## config.mk

```make
export PLATFORM = sky130hd
export DESIGN_NAME = axi_rd_dma_bridge
export DESIGN_NICKNAME = d
export VERILOG_FILES = /design/src/rtl/axi_rd_dma_bridge_pkg.sv /design/src/rtl/axi_rd_dma_bridge_burst_calc.sv /design/src/rtl/axi_rd_dma_bridge.sv
export SDC_FILE = /design/constraint.sdc
export NUM_CORES = 1
export LEC_CHECK = 0
export ABC_AREA = 1
export BUFFER_PORTS_ARGS = -buffer_cell sky130_fd_sc_hd__buf_2
export CORE_AREA = 4 4 727 729
export CTS_BUF_LIST = sky130_fd_sc_hd__clkbuf_4
export DETAILED_ROUTE_END_ITERATION = 10
export DIE_AREA = 0 0 731 733
export GPL_TIMING_DRIVEN = 0
export PLACE_DENSITY_LB_ADDON = 0.12
export SYNTH_ARGS = -nofsm -noshare
export SYNTH_HDL_FRONTEND = slang
export SYNTH_HIERARCHICAL = 1
export SYNTH_SLANG_ARGS = --single-unit
```

## constraint.sdc

```tcl
create_clock -name aclk -period 5 [get_ports aclk]
set_input_delay 1 -clock aclk [delete_from_list [all_inputs] [get_ports aclk]]
set_output_delay 1 -clock aclk [all_outputs]
set_load 0.02 [all_outputs]
```

## src/rtl/axi_rd_dma_bridge_pkg.sv

```systemverilog
// ============================================================================
// Module      : axi_rd_dma_bridge_pkg
// Description : Shared request layout, AXI encodings and FSM states for the
//               read-DMA bridge.
// Revision    : 1.0 - initial release
// ============================================================================
`default_nettype none

package axi_rd_dma_bridge_pkg;

    localparam int LEN_BITS   = 28;
    localparam int BEAT_LOG   = 6;
    localparam int PAGE_LOG   = 12;
    localparam int BEATS_BITS = LEN_BITS - BEAT_LOG;
    localparam int REQ_BITS   = 96;

    localparam logic [1:0] AXI_BURST_INCR = 2'b01;
    localparam logic [2:0] AXI_SIZE_64B   = 3'b110;
    localparam logic [3:0] AXI_CACHE_MOD  = 4'b0011;

    typedef struct packed {
        logic [3:0]          rsvd;
        logic [LEN_BITS-1:0] len;
        logic [63:0]         addr;
    } req_t;

    typedef enum logic [1:0] {
        ST_IDLE  = 2'd0,
        ST_ISSUE = 2'd1,
        ST_DRAIN = 2'd2,
        ST_DONE  = 2'd3
    } state_t;

endpackage

`default_nettype wire

```

## src/rtl/axi_rd_dma_bridge_burst_calc.sv

```systemverilog
// ============================================================================
// Module      : axi_burst_calc
// Description : Beats for the next AR burst: min(remaining, MAX_BURST, beats
//               left before the next 4KB page boundary).
// Revision    : 1.0 - initial release
// ============================================================================
`default_nettype none

module axi_burst_calc
    import axi_rd_dma_bridge_pkg::*;
#(
    parameter int REM_BITS  = BEATS_BITS,
    parameter int MAX_BURST = 64
) (
    input  logic [PAGE_LOG-1:0] cur_addr,
    input  logic [REM_BITS-1:0] rem,
    output logic [6:0]          burst
);

    logic [6:0] w_page_beats;
    logic [6:0] w_limit;

    always_comb begin
        // cur_addr is beat aligned, so the page remainder is a whole beat count
        w_page_beats = 7'd64 - {1'b0, cur_addr[PAGE_LOG-1:BEAT_LOG]};
        w_limit      = (w_page_beats < 7'(MAX_BURST)) ? w_page_beats : 7'(MAX_BURST);
        burst        = (rem < REM_BITS'(w_limit)) ? rem[6:0] : w_limit;
    end

endmodule

`default_nettype wire

```

## src/rtl/axi_rd_dma_bridge.sv

```systemverilog
// ============================================================================
// Module      : axi_rd_dma_bridge
// Description : One-request-at-a-time read DMA: splits a request into 4KB-safe
//               AXI4 INCR bursts and streams the returned data out on AXI4S.
// Revision    : 1.0 - initial release
// ============================================================================
`default_nettype none

module axi_rd_dma_bridge
    import axi_rd_dma_bridge_pkg::*;
#(
    parameter int ADDR_BITS       = 64,
    parameter int DATA_BITS       = 512,
    parameter int MAX_BURST       = 64,
    parameter int MAX_OUTSTANDING = 8
) (
    input  logic                   aclk,
    input  logic                   areset,
    // request meta
    input  logic                   s_req_valid,
    output logic                   s_req_ready,
    input  logic [REQ_BITS-1:0]    s_req_data,
    // AXI4 read address
    output logic                   m_axi_arvalid,
    input  logic                   m_axi_arready,
    output logic [ADDR_BITS-1:0]   m_axi_araddr,
    output logic [7:0]             m_axi_arlen,
    output logic [2:0]             m_axi_arsize,
    output logic [1:0]             m_axi_arburst,
    output logic [3:0]             m_axi_arcache,
    output logic [3:0]             m_axi_arid,
    output logic [2:0]             m_axi_arprot,
    output logic [3:0]             m_axi_arqos,
    output logic                   m_axi_arlock,
    // AXI4 read data
    input  logic                   m_axi_rvalid,
    output logic                   m_axi_rready,
    input  logic [DATA_BITS-1:0]   m_axi_rdata,
    input  logic [1:0]             m_axi_rresp,
    input  logic                   m_axi_rlast,
    // AXI4 write side, unused
    output logic                   m_axi_awvalid,
    output logic [ADDR_BITS-1:0]   m_axi_awaddr,
    output logic [7:0]             m_axi_awlen,
    output logic                   m_axi_wvalid,
    output logic [DATA_BITS-1:0]   m_axi_wdata,
    output logic                   m_axi_wlast,
    output logic                   m_axi_bready,
    // AXI4S out
    output logic                   m_axis_tvalid,
    input  logic                   m_axis_tready,
    output logic [DATA_BITS-1:0]   m_axis_tdata,
    output logic [DATA_BITS/8-1:0] m_axis_tkeep,
    output logic                   m_axis_tlast,
    // completion
    output logic                   done_valid,
    output logic                   done_err
);

    localparam int OUT_BITS = $clog2(MAX_OUTSTANDING + 1);

    state_t                r_state;
    state_t                w_state_nxt;
    logic [ADDR_BITS-1:0]  r_cur_addr;
    logic [BEATS_BITS-1:0] r_rem;
    logic [BEATS_BITS-1:0] r_rcv_total;
    logic [BEATS_BITS-1:0] r_rcv_cnt;
    logic [OUT_BITS-1:0]   r_outstanding;
    logic                  r_err;
    logic                  r_done_valid;
    logic                  r_done_err;

    req_t                  w_req;
    logic [6:0]            w_burst;
    logic                  w_req_hs;
    logic                  w_ar_hs;
    logic                  w_r_hs;
    logic                  w_rx_en;

    axi_burst_calc #(
        .REM_BITS  (BEATS_BITS),
        .MAX_BURST (MAX_BURST)
    ) u_burst_calc (
        .cur_addr (r_cur_addr[PAGE_LOG-1:0]),
        .rem      (r_rem),
        .burst    (w_burst)
    );

    assign w_req    = req_t'(s_req_data);
    assign w_rx_en  = (r_state == ST_ISSUE) || (r_state == ST_DRAIN);
    assign w_req_hs = s_req_valid && s_req_ready;
    assign w_ar_hs  = m_axi_arvalid && m_axi_arready;
    assign w_r_hs   = m_axi_rvalid && m_axi_rready;

    assign s_req_ready   = (r_state == ST_IDLE) && !areset;

    // AR fields come straight from registered state, so they hold while stalled
    assign m_axi_arvalid = (r_state == ST_ISSUE) && (r_outstanding < OUT_BITS'(MAX_OUTSTANDING));
    assign m_axi_araddr  = r_cur_addr;
    assign m_axi_arlen   = 8'(w_burst - 7'd1);
    assign m_axi_arsize  = AXI_SIZE_64B;
    assign m_axi_arburst = AXI_BURST_INCR;
    assign m_axi_arcache = AXI_CACHE_MOD;
    assign m_axi_arid    = '0;
    assign m_axi_arprot  = '0;
    assign m_axi_arqos   = '0;
    assign m_axi_arlock  = 1'b0;

    assign m_axi_awvalid = 1'b0;
    assign m_axi_awaddr  = '0;
    assign m_axi_awlen   = '0;
    assign m_axi_wvalid  = 1'b0;
    assign m_axi_wdata   = '0;
    assign m_axi_wlast   = 1'b0;
    assign m_axi_bready  = 1'b0;

    // tlast marks the request's final beat, not each burst's rlast
    assign m_axis_tvalid = m_axi_rvalid && w_rx_en;
    assign m_axi_rready  = m_axis_tready && w_rx_en;
    assign m_axis_tdata  = m_axi_rdata;
    assign m_axis_tkeep  = '1;
    assign m_axis_tlast  = (r_rcv_cnt == r_rcv_total - 1'b1);

    assign done_valid    = r_done_valid;
    assign done_err      = r_done_err;

    always_comb begin
        w_state_nxt = r_state;
        case (r_state)
            ST_IDLE: begin
                if (w_req_hs) begin
                    w_state_nxt = (w_req.len[LEN_BITS-1:BEAT_LOG] == '0) ? ST_DONE : ST_ISSUE;
                end
            end
            ST_ISSUE: begin
                if (w_ar_hs && (r_rem == BEATS_BITS'(w_burst))) begin
                    w_state_nxt = ST_DRAIN;
                end
            end
            ST_DRAIN: begin
                if (r_rcv_cnt == r_rcv_total) begin
                    w_state_nxt = ST_DONE;
                end
            end
            ST_DONE:  w_state_nxt = ST_IDLE;
            default:  w_state_nxt = ST_IDLE;
        endcase
    end

    always_ff @(posedge aclk) begin
        if (areset) begin
            r_state       <= ST_IDLE;
            r_cur_addr    <= '0;
            r_rem         <= '0;
            r_rcv_total   <= '0;
            r_rcv_cnt     <= '0;
            r_outstanding <= '0;
            r_err         <= 1'b0;
            r_done_valid  <= 1'b0;
            r_done_err    <= 1'b0;
        end else begin
            r_state      <= w_state_nxt;
            r_done_valid <= (r_state == ST_DONE);
            r_done_err   <= (r_state == ST_DONE) && r_err;

            if (w_req_hs) begin
                r_cur_addr  <= ADDR_BITS'({w_req.addr[63:BEAT_LOG], BEAT_LOG'(0)});
                r_rem       <= w_req.len[LEN_BITS-1:BEAT_LOG];
                r_rcv_total <= w_req.len[LEN_BITS-1:BEAT_LOG];
            end else if (w_ar_hs) begin
                r_cur_addr  <= r_cur_addr + ADDR_BITS'({w_burst, BEAT_LOG'(0)});
                r_rem       <= r_rem - BEATS_BITS'(w_burst);
            end

            if (w_req_hs) begin
                r_rcv_cnt <= '0;
                r_err     <= 1'b0;
            end else if (w_r_hs) begin
                r_rcv_cnt <= r_rcv_cnt + 1'b1;
                if (m_axi_rresp != 2'b00) begin
                    r_err <= 1'b1;
                end
            end

            case ({w_ar_hs, w_r_hs && m_axi_rlast})
                2'b10:   r_outstanding <= r_outstanding + 1'b1;
                2'b01:   if (r_outstanding != '0) r_outstanding <= r_outstanding - 1'b1;
                default: r_outstanding <= r_outstanding;
            endcase
        end
    end

endmodule

`default_nettype wire

```

==> reports/qor.tcl, run 1 <==
set qor(result_of_the_run) {finished clean}
set qor(area_delta_synth_final_pct) 80.5
set qor(synthTopCellsByCount) {1192 x buf_4, 486 x nand2_1, 218 x inv_1}
set qor(final_min_period_over_clock_period) 0.934
set qor(vdd.ir_drop.worst_mv) 0.345
set qor(core-area_um2) 523000
set qor(finalWorstSetupSlack_ns) 0.330
set qor(first_global_vias) 20969
set qor(cts.sink_count) 133
set qor(tritoncts) {done}
set qor(die_h_um) 733
set qor(intPower_uw) 3660
set qor(total_power_uw) 8870
set qor(post_synth_top_area_share) 0.466
set qor(hold_path.class) {primary input to flip-flop}
set qor(initial_antenna_violation_count) 243
set qor(finalSetupViolations) 0
set qor(drt-pass1-iter-count) 5
set qor(drtAntennaViolNets) 0
set qor(clockPowerShare) 0.101
set qor(power_density_nw_per_um2) 256
set qor(r2r-end) {m_axi_araddr[49]$_SDFFE_PP0P_}
set qor(clk_root_buffer_cell) {clkbuf_4}
set qor(synth_top_cells_by_area) {buf_4 47%, dfxtp_1 14%, nand2_1 9.5%}
set qor(finalClockSkew_ns) 0.0436
set qor(synthesis.area_per_instance_um2) 6.65
set qor(design.portCount) 1881
set qor(port_buffer_count) 673
set qor(yosys.area.top_type) {buf_4}
set qor(ys_dominant_reg_cell) {dfxtp_1}
set qor(mappedNetlistArea_um2) 19200
set qor(post_synth_inst_count) 2885
set qor(wl_mm) 271
set qor(cts.reportedPaths.clkPinSlew_ns) 0.16
set qor(grt_remaining_overflow) 0
set qor(clock_tree.buffer_depth) 2
set qor(number_of_max_slew_violations_in_the_final_report) 0
set qor(starting_density_of_the_core) 0.0367
set qor(post_dp_cell_area_um2) 33800
set qor(die_w_um) 731
set qor(timing.final.hold_violations) 0
set qor(startpoint_type) {flip-flop}
set qor(yosysMostFrequentCell) {buf_4}
set qor(cts_made_buffers) 17
set qor(synth-edff-count) 0
set qor(detailedRoute.firstIterationViolations) 831
set qor(sequentialPowerShare) 0.163
set qor(drv.max_cap_violation_count) 0
set qor(timing.final.crit_period_ns) 4.67
set qor(critical_path_required_ns) 4.00
set qor(hpwl_mm) 256
set qor(grt_pass1_wl_mm) 313
set qor(setup.worst_path.start) {m_axi_araddr[6]$_SDFFE_PP0P_}
set qor(clkLatencyLatePin_ns) 0.79
set qor(synth_seq_area_share) 0.139
set qor(endpoint) {m_axi_arlen[6]}
set qor(drt-wirelength-per-cell_um) 23.9
set qor(design_area_um2) 34700
set qor(dp_worst_setup_slack_ns) -0.237
set qor(timing.reg2reg.worst_path_depth) 21
set qor(viasPerCell) 1.91
set qor(gp_routability_congestion) 0.943
set qor(worstMarginPinSlew_ns) 1.34
set qor(power.switching_uw) 5210
set qor(post-route-drc-count) 0
set qor(num_vias) 21575
set qor(reg_to_reg_critical_path_startpoint) {m_axi_araddr[6]$_SDFFE_PP0P_}
set qor(ffs_w_async_s_r_synth) 0
set qor(p_comb_frac) 0.737
set qor(timing.max_slew.rel_slack) 0.0976
set qor(cts_max_level) 4
set qor(drive_gt1_frac) 0.476
set qor(pin_count_of_the_biggest_net_entering_global_routing) 17
set qor(nets) 4919
set qor(synth-warning-count) 6
set qor(placementRows) 266
set qor(kind_of_end_point_of_the_critical_path) {output port}
set qor(fmax_ghz) 0.214
set qor(track_usage) 0.0964
set qor(static-leakage-power_uw) 0.0157
set qor(critPathArrivalTime_ns) 3.67
set qor(number_of_distinct_standard_cells_referenced_by_the_synthesized_netlist) 54
set qor(worstSetupPathType) {flip-flop to output port}
set qor(synth_seq_cells) 133
set qor(timing.critical_path.fanout_max) 6
set qor(switching_share) 0.588
set qor(grt_setup_unrepaired) {yes}
set qor(regToRegSetupSlack_ns) 0.54
set qor(dieArea_um2) 536000
[critical path, stage by stage, from the launching register on]
cell and delay [ns]:
dfxtp_4 0.40, inv_4 0.05, ha_4 0.17, nand3_4 0.10
nand2_2 0.08, nor2_4 0.13, inv_2 0.05, ha_4 0.21
a21oi_2 0.11, nor2_1 0.06, a211oi_2 0.21, nand2_2 0.10
nand2_4 0.10, nand2_4 0.09, nand2_4 0.09, nand2_4 0.08
inv_6 0.09, ha_4 0.15, nand3_4 0.09, nor3_4 0.15
xor2_2 0.17, buf_6 0.19
[stage by stage]
stage          hold slack [ns]    util  cells  TNS (ns)
2_1_floorplan            0.420       -   3562         0
3_3_place_gp             0.444  0.0647  11203     -3.01
3_5_place_dp             0.459  0.0647  11203     -1.71
4_1_cts                  0.293  0.0659  11245    -0.120
5_1_grt                  0.346  0.0662  11276   -0.0204
6_report                 0.470  0.0663  11300         0
[registers in the layout, summed over array words and instances (netlist names)]
| register | count |
|---|---|
| r_rcv_total | 22 |
| r_err | 1 |
| done_valid | 1 |
| r_outstanding | 4 |
| r_rem | 22 |
| r_state | 2 |
| m_axi_araddr | 58 |
| r_rcv_cnt | 22 |
| done_err | 1 |
[routing by layer]
| layer | GRT usage | wire length, um |
|---|---|---|
| met1 | 0.0973 | 95100 |
| met2 | 0.163 | 126000 |
| met3 | 0.0598 | 39100 |
| met4 | 0.0311 | 10500 |
| met5 | 0 | 223 |
[cell usage in the layout (no fill, tap or decap), drive strengths merged, types with 8 or more instances in the layout]
cell type	count
dfxtp	133
o21ai	92
xor2	30
diode	54
clkbuf	47
nand4	32
nor4	9
nand3	159
xnor2	23
nand2	498
ha	30
a31oi	27
nand3b	8
nor2	188
conb	679
nor3	47
a21oi	91
inv	225
o21bai	9
buf	1900
or2	10
[kinds of logic after synthesis]
family,after synthesis,share of synthesized area
AO/OA/AOI/OAI,242,0.0703
XOR/XNOR,53,0.0242
adder cells (fa/ha/maj),33,0.0227
buffers and inverters,1465,0.522
flip-flops,133,0.139
other,2,0.000391
AND/OR/NAND/NOR,957,0.221
[timing repair]
item / 4_1_cts / 5_1_grt
gates resized for setup: 66 / 13
pin swaps: 15 / 8
buffers inserted: 14 / 1
hold buffers: 0 / 0
endpoints found under the setup margin: 22 / 6
[power groups by stage]
stage	Combinational [uW]	Sequential (uW)	Clock (uW)
after floorplan	3640	1430	0
after global placement	6470	1470	0
after detailed placement	6380	1470	0
after CTS	6810	1450	991
after global routing	7310	1480	1000
final	6540	1440	894
[cell type report]
cell class | count | area (um^2)
inverter | 227 | 870
tap | 6968 | 8720
multi-input combinational | 1964 | 9290
fill | 62023 | 488000
buffer | 1238 | 9170
sequential | 133 | 2680
antenna | 54 | 135
clock inverter | 7 | 109
clock buffer | 21 | 158
timing repair buffer | 688 | 3530
[how the worst min path moves through the flow]
stage                     depth (start not counted)  slack, ns                             to          startpoint
final                                             3       0.47  m_axi_araddr[10]$_SDFFE_PP0P_      s_req_data[10]
after global routing                              3       0.35  m_axi_araddr[10]$_SDFFE_PP0P_      s_req_data[10]
after CTS                                         3       0.29  m_axi_araddr[10]$_SDFFE_PP0P_      s_req_data[10]
after detailed placement                          2       0.46            done_err$_SDFF_PP0_  r_err$_SDFFE_PP0P_
after global placement                            2       0.44            done_err$_SDFF_PP0_  r_err$_SDFFE_PP0P_
after floorplan                                   2       0.42            done_err$_SDFF_PP0_  r_err$_SDFFE_PP0P_
Note: power is estimated with default switching activity, not from simulation.
==> inputs of run 2 (changes only) <==
- CORE_AREA: 4 4 727 729 -> 2 2 725 727
- DIE_AREA: 0 0 731 733 -> 0 0 727 729
- clock period: 5 -> 4.4 ns (I/O delays scaled with it)
==> reports/qor.tcl, run 2 (synthesized netlist as in run 1, its figures left out) <==
set qor(power.switching_uw) 5990 ;# +15%
set qor(final_min_period_over_clock_period) 1.06
set qor(critical_path_required_ns) 3.52 ;# -0.48 ns
set qor(worstMarginPinSlew_ns) 1.21 ;# -0.130 ns
set qor(cts.reportedPaths.clkPinSlew_ns) 0.14 ;# -0.02 ns
set qor(drtAntennaViolNets) 0 ;# unchanged
set qor(timing.critical_path.fanout_max) 5 ;# -1
set qor(failing_checks) {negative setup slack}
set qor(most-common-layout-cells) {1213 x buf_4, 683 x buf_2, 679 x conb_1}
set qor(core-area_um2) 523000 ;# unchanged
set qor(finalClockSkew_ns) 0.0275 ;# -0.0160 ns
set qor(r2r-end) {r_rem[14]$_SDFFE_PP0P_}
set qor(postLayoutCoreUtil) 0.0669 ;# +0.000658
set qor(worstHoldEndpoint) {m_axi_araddr[6]$_SDFFE_PP0P_}
set qor(crit_top_cell) {nand2_2}
set qor(finalSetupViolations) 6 ;# +6
set qor(wl_mm) 272 ;# +0.46%
set qor(vdd.ir_drop.worst_mv) 0.272 ;# -21%
set qor(timing.final.crit_period_ns) 4.67
set qor(cts_max_level) 4 ;# unchanged
set qor(clkLatencyLatePin_ns) 0.84 ;# +0.05 ns
set qor(clk_root_buffer_cell) {clkbuf_4}
set qor(switching_share) 0.578 ;# -0.00983
set qor(timing.reg2reg.worst_path_depth) 24 ;# +14%
set qor(drt-pass1-iter-count) 7 ;# +2
set qor(timing.critical_path.slowest_stage_cell) {dfxtp_4}
set qor(sequentialPowerShare) 0.159 ;# -0.004
set qor(first_global_vias) 20236 ;# -3.5%
set qor(hold_path.class) {primary input to flip-flop}
set qor(cts_made_buffers) 17 ;# unchanged
set qor(final-seq-area_um2) 2680 ;# +0.19%
set qor(fillers) 62156 ;# +0.21%
set qor(cts.sink_count) 133 ;# unchanged
set qor(nets) 4931 ;# +0.24%
set qor(placementRows) 266 ;# unchanged
set qor(total_area_of_multi_input_combinational_cells_um2) 9440 ;# +1.6%
set qor(hold_start) {s_req_data[6]}
set qor(timing.max_slew.rel_slack) 0.193 ;# +0.0958
set qor(power_density_nw_per_um2) 296 ;# +16%
set qor(drive_gt1_frac) 0.484 ;# +0.00824
set qor(area_delta_synth_final_pct) 82.3
set qor(detailedRoute.firstIterationViolations) 960 ;# +16%
set qor(regToRegSetupSlack_ns) 0.24 ;# -0.30 ns
set qor(num_vias) 21750 ;# +0.81%
set qor(final_tns_setup_ns) -1.24 ;# -1.24 ns
set qor(critPathArrivalTime_ns) 3.79 ;# +0.12 ns
set qor(clockPowerShare) 0.106 ;# +0.005
set qor(hold_depth) 3 ;# unchanged
set qor(number_of_max_slew_violations_in_the_final_report) 0 ;# unchanged
set qor(worstSetupPathType) {flip-flop to output port}
set qor(starting_density_of_the_core) 0.0367 ;# unchanged
set qor(static-leakage-power_uw) 0.0159 ;# +0.94%
set qor(fin_worst_hold_slack_ns) 0.322 ;# -0.148 ns
set qor(result_of_the_run) {finished, violations left}
set qor(design_area_um2) 35000 ;# +0.99%
set qor(fmax_ghz) 0.214
set qor(reg_to_reg_critical_path_startpoint) {m_axi_araddr[7]$_SDFFE_PP0P_}
set qor(grt_remaining_overflow) 0 ;# unchanged
set qor(viasPerCell) 1.92 ;# +0.67%
set qor(largest_register_ffs) 58 ;# unchanged
set qor(gp_routability_congestion) 0.962 ;# +2.0%
set qor(pin_count_of_the_biggest_net_entering_global_routing) 17 ;# unchanged
set qor(die_w_um) 727 ;# -0.55%
set qor(post-route-drc-count) 0 ;# unchanged
set qor(drv.max_cap_violation_count) 0 ;# unchanged
set qor(drt-wirelength-per-cell_um) 24.0 ;# +0.32%
set qor(grt_pass1_wl_mm) 314 ;# +0.25%
set qor(grt_setup_unrepaired) {yes}
set qor(post_dp_cell_area_um2) 33800 ;# about the same
set qor(timing.critical_path.slowest_cell_delay_ns) 0.41 ;# about the same
set qor(clock_tree.buffer_depth) 2 ;# unchanged
set qor(finalWorstSetupSlack_ns) -0.266 ;# -0.597 ns
set qor(kind_of_end_point_of_the_critical_path) {output port}
set qor(intPower_uw) 4380 ;# +20%
set qor(die_h_um) 729 ;# -0.55%
set qor(port_buffer_count) 673 ;# unchanged
set qor(total_power_uw) 10400 ;# +17%
set qor(p_comb_frac) 0.735 ;# -0.002
set qor(worstPathCellList) {nor2_4 > nand2_2 > o21ai_2 > nand2_2 > ha_4 > nand2_2 > nor2_1 > nand2_1 > nand2_2 > nand2_4 > buf_12 > nand3_1 > nand2_1 > inv_2 > nand4_1 > buf_4 > xor2_4 > buf_6}
set qor(initial_antenna_violation_count) 225 ;# -7.4%
set qor(startpoint_type) {flip-flop}
set qor(timing.final.hold_violations) 0 ;# unchanged
set qor(tritoncts) {done}
set qor(dieArea_um2) 530000 ;# -1.1%
set qor(hpwl_mm) 258 ;# +0.64%
set qor(leading_cell_type_in_the_layout_fill_and_taps_excluded) {buf_4}
set qor(track_usage) 0.0978 ;# +0.00134
set qor(design.portCount) 1881 ;# unchanged
[run 2: cell count changes in the layout (fill, tap and decap cells not counted), moves of 3 or more]
cell / previous run / this run
buf_6: 6 / 12
nand2_4: 7 / 12
nand2_1: 475 / 468
buf_2: 686 / 683
o21ai_0: 87 / 84
inv_1: 211 / 207
inv_2: 9 / 14
o21ai_1: 2 / 5
clkinv_4: 0 / 4
buf_4: 1207 / 1213
nor2_2: 8 / 11
nand3_2: 4 / 7
nand3_1: 152 / 149
[run 2: critical path: cells and delay by family, from the launching register on]
kind / cells / cell delay [ns]
adder cells (fa/ha/maj): 1 / 0.29
AND/OR/NAND/NOR: 11 / 1.19
flip-flops: 1 / 0.41
XOR/XNOR: 1 / 0.23
buffers and inverters: 4 / 0.65
AO/OA/AOI/OAI: 1 / 0.15
[run 2: repair_timing]
action / in CTS / in global routing
setup buffers: 17 / 8
gates resized for setup: 84 / 41
pin swaps: 21 / 25
setup endpoints to repair: 63 / 52
hold buffers: 0 / 0
[run 2: layout make-up]
cell class	instances	area share
Timing Repair Buffer	700	0.104
Tap cell	6968	0.249
Clock inverter	15	0.00579
Buffer	1238	0.262
Multi-Input combinational cell	1964	0.270
Antenna cell	54	0.00386
Inverter	227	0.0247
Sequential cell	133	0.0766
Clock buffer	17	0.00365
[run 2: per-stage QoR]
step,instances,worst slack (ns)
after global routing,11277,-0.571
final,11316,-0.266
after floorplan,3562,0.214
after global placement,11203,-0.793
after detailed placement,11204,-0.709
after CTS,11253,-0.591
[run 2: how the worst max path moves through the flow]
| stage | start | to | slack (ns) | cells past startpoint |
|---|---|---|---|---|
| after floorplan | m_axi_araddr[6]$_SDFFE_PP0P_ | m_axi_arlen[6] | 0.21 | 20 |
| after global placement | m_axi_araddr[6]$_SDFFE_PP0P_ | m_axi_arlen[6] | -0.79 | 21 |
| after detailed placement | m_axi_araddr[6]$_SDFFE_PP0P_ | m_axi_arlen[6] | -0.71 | 21 |
| after CTS | m_axi_araddr[7]$_SDFFE_PP0P_ | m_axi_arlen[6] | -0.59 | 20 |
| after global routing | m_axi_araddr[7]$_SDFFE_PP0P_ | m_axi_arlen[6] | -0.57 | 21 |
| final | m_axi_araddr[8]$_SDFFE_PP0P_ | m_axi_arlen[5] | -0.27 | 18 |
[run 2: power by group through the flow]
| stage | clock network (uW) | registers, uW | logic (uW) |
|---|---|---|---|
| 2_1_floorplan | 0 | 1630 | 4140 |
| 3_3_place_gp | 0 | 1680 | 6980 |
| 3_5_place_dp | 0 | 1680 | 6890 |
| 4_1_cts | 1210 | 1660 | 7520 |
| 5_1_grt | 1220 | 1690 | 8340 |
| 6_report | 1100 | 1650 | 7620 |
[run 2: layer usage]
metal / up-vias / share of wire / track usage
li1: 10046 / - / -
met1: 9841 / 0.36 / 0.104
met2: 1435 / 0.50 / 0.176
met3: 370 / 0.10 / 0.0428
met4: 58 / 0.028 / 0.0221
met5: - / 0.0014 / 0
==> inputs of run 3 (changes only) <==
- BUFFER_PORTS_ARGS: -buffer_cell sky130_fd_sc_hd__buf_2 -> unset
- DONT_BUFFER_PORTS: unset -> 1
==> reports/qor.tcl, run 3 (synthesized netlist as in run 1, its figures left out) <==
set qor(result_of_the_run) {finished, violations left}
set qor(failing_checks) {negative setup slack}
set qor(nets) 4261 ;# -14%
set qor(drv.max_cap_violation_count) 0 ;# unchanged
set qor(initial_antenna_violation_count) 263 ;# +17%
set qor(drt-pass1-iter-count) 4 ;# -3
set qor(cts.reportedPaths.clkPinSlew_ns) 0.14 ;# about the same
set qor(drt-wirelength-per-cell_um) 24.6 ;# +2.3%
set qor(track_usage) 0.0938 ;# -0.00400
set qor(largest_register_ffs) 58 ;# unchanged
set qor(worstMarginPinSlew_ns) 1.34 ;# +0.129 ns
set qor(cts_max_level) 4 ;# unchanged
set qor(final-seq-area_um2) 2680 ;# about the same
set qor(timing.critical_path.fanout_max) 7 ;# +2
set qor(detailedRoute.firstIterationViolations) 940 ;# -2.1%
set qor(starting_density_of_the_core) 0.0367 ;# unchanged
set qor(pin_count_of_the_biggest_net_entering_global_routing) 17 ;# unchanged
set qor(final_tns_setup_ns) -2.92 ;# -1.68 ns
set qor(wl_met1_mm) 84.9 ;# -14%
set qor(fmax_ghz) 0.201 ;# -6.1%
set qor(startpoint_type) {flip-flop}
set qor(number_of_max_slew_violations_in_the_final_report) 0 ;# unchanged
set qor(finalWorstSetupSlack_ns) -0.570 ;# -0.304 ns
set qor(worstSetupPathType) {flip-flop to output port}
set qor(design.portCount) 1881 ;# unchanged
set qor(core-area_um2) 523000 ;# unchanged
set qor(top_signal_layer_used) {met5}
set qor(finalSetupViolations) 8 ;# +2
set qor(routed_length_on_met3_mm) 40.1 ;# +42%
set qor(critPathArrivalTime_ns) 4.09 ;# +0.30 ns
set qor(finalClockSkew_ns) 0.0336 ;# +0.00609 ns
set qor(die_h_um) 729 ;# unchanged
set qor(first_global_vias) 17079 ;# -16%
set qor(clock_tree.buffer_depth) 2 ;# unchanged
set qor(fillers) 61994 ;# -0.26%
set qor(cts.sink_count) 133 ;# unchanged
set qor(fin_worst_hold_slack_ns) 0.251 ;# -0.0709 ns
set qor(kind_of_end_point_of_the_critical_path) {output port}
set qor(tritoncts) {done}
set qor(port_buffer_count) 0 ;# -100%
set qor(gp_routability_congestion) 1.11 ;# +16%
set qor(power_density_nw_per_um2) 314 ;# +5.9%
set qor(cts_made_buffers) 17 ;# unchanged
set qor(clkLatencyLatePin_ns) 0.81 ;# -0.03 ns
set qor(num_vias) 19391 ;# -11%
set qor(post_dp_cell_area_um2) 30500 ;# -10%
set qor(critical_path_required_ns) 3.52 ;# about the same
set qor(timing.final.hold_violations) 0 ;# unchanged
set qor(drtAntennaViolNets) 0 ;# unchanged
set qor(drive_gt1_frac) 0.401 ;# -0.0835
set qor(wl_mm) 261 ;# -3.9%
set qor(grt_remaining_overflow) 0 ;# unchanged
set qor(vdd.ir_drop.worst_mv) 0.328 ;# +21%
set qor(grt_setup_unrepaired) {yes}
set qor(timing.final.crit_period_ns) 4.97 ;# +0.304 ns
set qor(post-route-drc-count) 0 ;# unchanged
set qor(dp_worst_setup_slack_ns) -1.65 ;# -0.944 ns
set qor(viasPerCell) 1.82 ;# -5.1%
set qor(clk_root_buffer_cell) {clkbuf_4}
set qor(area_delta_synth_final_pct) 65.3
set qor(grt_pass1_wl_mm) 296 ;# -5.6%
set qor(leading_cell_type_in_the_layout_fill_and_taps_excluded) {buf_4}
set qor(timing.max_slew.rel_slack) 0.107 ;# -0.0860
set qor(design_area_um2) 31700 ;# -9.3%
set qor(final_min_period_over_clock_period) 1.13 ;# +0.0691
set qor(total_area_of_multi_input_combinational_cells_um2) 9680 ;# +2.6%
set qor(placementRows) 266 ;# unchanged
set qor(die_w_um) 727 ;# unchanged
set qor(hpwl_mm) 246 ;# -4.3%
set qor(dieArea_um2) 530000 ;# unchanged
set qor(most-common-layout-cells) {1219 x buf_4, 679 x conb_1, 454 x nand2_1}
set qor(routed-wl-met2_mm) 125 ;# -8.3%
set qor(hold_path.class) {primary input to flip-flop}
set qor(static-leakage-power_uw) 0.0132 ;# -17%
-- run 3: cell types whose count changed in the layout (fill, tap and decap cells not counted), sizes merged --
| cell | delta |
|---|---|
| clkbuf | -2 |
| clkinvlp | +4 |
| bufinv | -3 |
| diode | -15 |
| inv | -5 |
| clkinv | +4 |
| buf | -668 |
-- run 3: cell type report --
cell class / count / area share
antenna: 39 / 0.00307
buffer: 1238 / 0.290
clock buffer: 17 / 0.00402
clock inverter: 15 / 0.00359
inverter: 227 / 0.0278
multi-input combinational: 1964 / 0.305
sequential: 133 / 0.0844
tap: 6968 / 0.275
timing repair buffer: 30 / 0.00773
-- run 3: metal layers --
metal  vias to the layer above  track usage
met4                        64       0.0258
met1                      8544       0.0878
met2                      1570        0.163
met3                       520       0.0667
met5                         -      0.00172
li1                       8693            -
-- run 3: stage by stage --
stage / instances / utilization / power [uW]
after detailed placement: 10530 / 0.0583 / 8120
after global placement: 10530 / 0.0583 / 8230
after floorplan: 3562 / - / 5770
after CTS: 10581 / 0.0599 / 9820
final: 10631 / 0.0607 / 9960
after global routing: 10615 / 0.0606 / 10900
-- run 3: worst max-delay path, stage by stage (launching register included) --
cell        delay, ns
dfxtp_4          0.56
inv_4            0.08
ha_4             0.18
nand2_2          0.07
nor2_1           0.03
nand3b_1         0.20
ha_1             0.30
nand2_2          0.09
nor2_2           0.04
a211oi_2         0.21
nand2_2          0.09
nand2_4          0.09
nand2_4          0.07
nand2_4          0.07
nand2_4          0.06
clkinvlp_4       0.23
ha_4             0.20
nand3_4          0.11
nor3_4           0.25
xor2_4           0.35
-- run 3: final timing paths --
check	from	endpoint	slack [ns]	cells after the start
worst max register to register	m_axi_araddr[6]$_SDFFE_PP0P_	m_axi_araddr[46]$_SDFFE_PP0P_	-0.01	28
worst max-delay path	m_axi_araddr[6]$_SDFFE_PP0P_	m_axi_arlen[6]	-0.57	19
worst min register to register	r_err$_SDFFE_PP0P_	r_err$_SDFFE_PP0P_	0.49	2
worst min-delay path	s_req_data[8]	m_axi_araddr[8]$_SDFFE_PP0P_	0.25	2
-- run 3: repair_timing --
| action | CTS | global route |
|---|---|---|
| resized for setup | 110 | 68 |
| buffers inserted | 19 | 11 |
| hold buffers | 0 | 0 |
| endpoints found under the setup margin | 90 | 76 |
| pin swaps | 14 | 25 |
-- run 3: power breakdown --
part	switching, uW	internal [uW]
logic	4820	2370
registers	481	1370
clock network	645	271
total	5950	4010
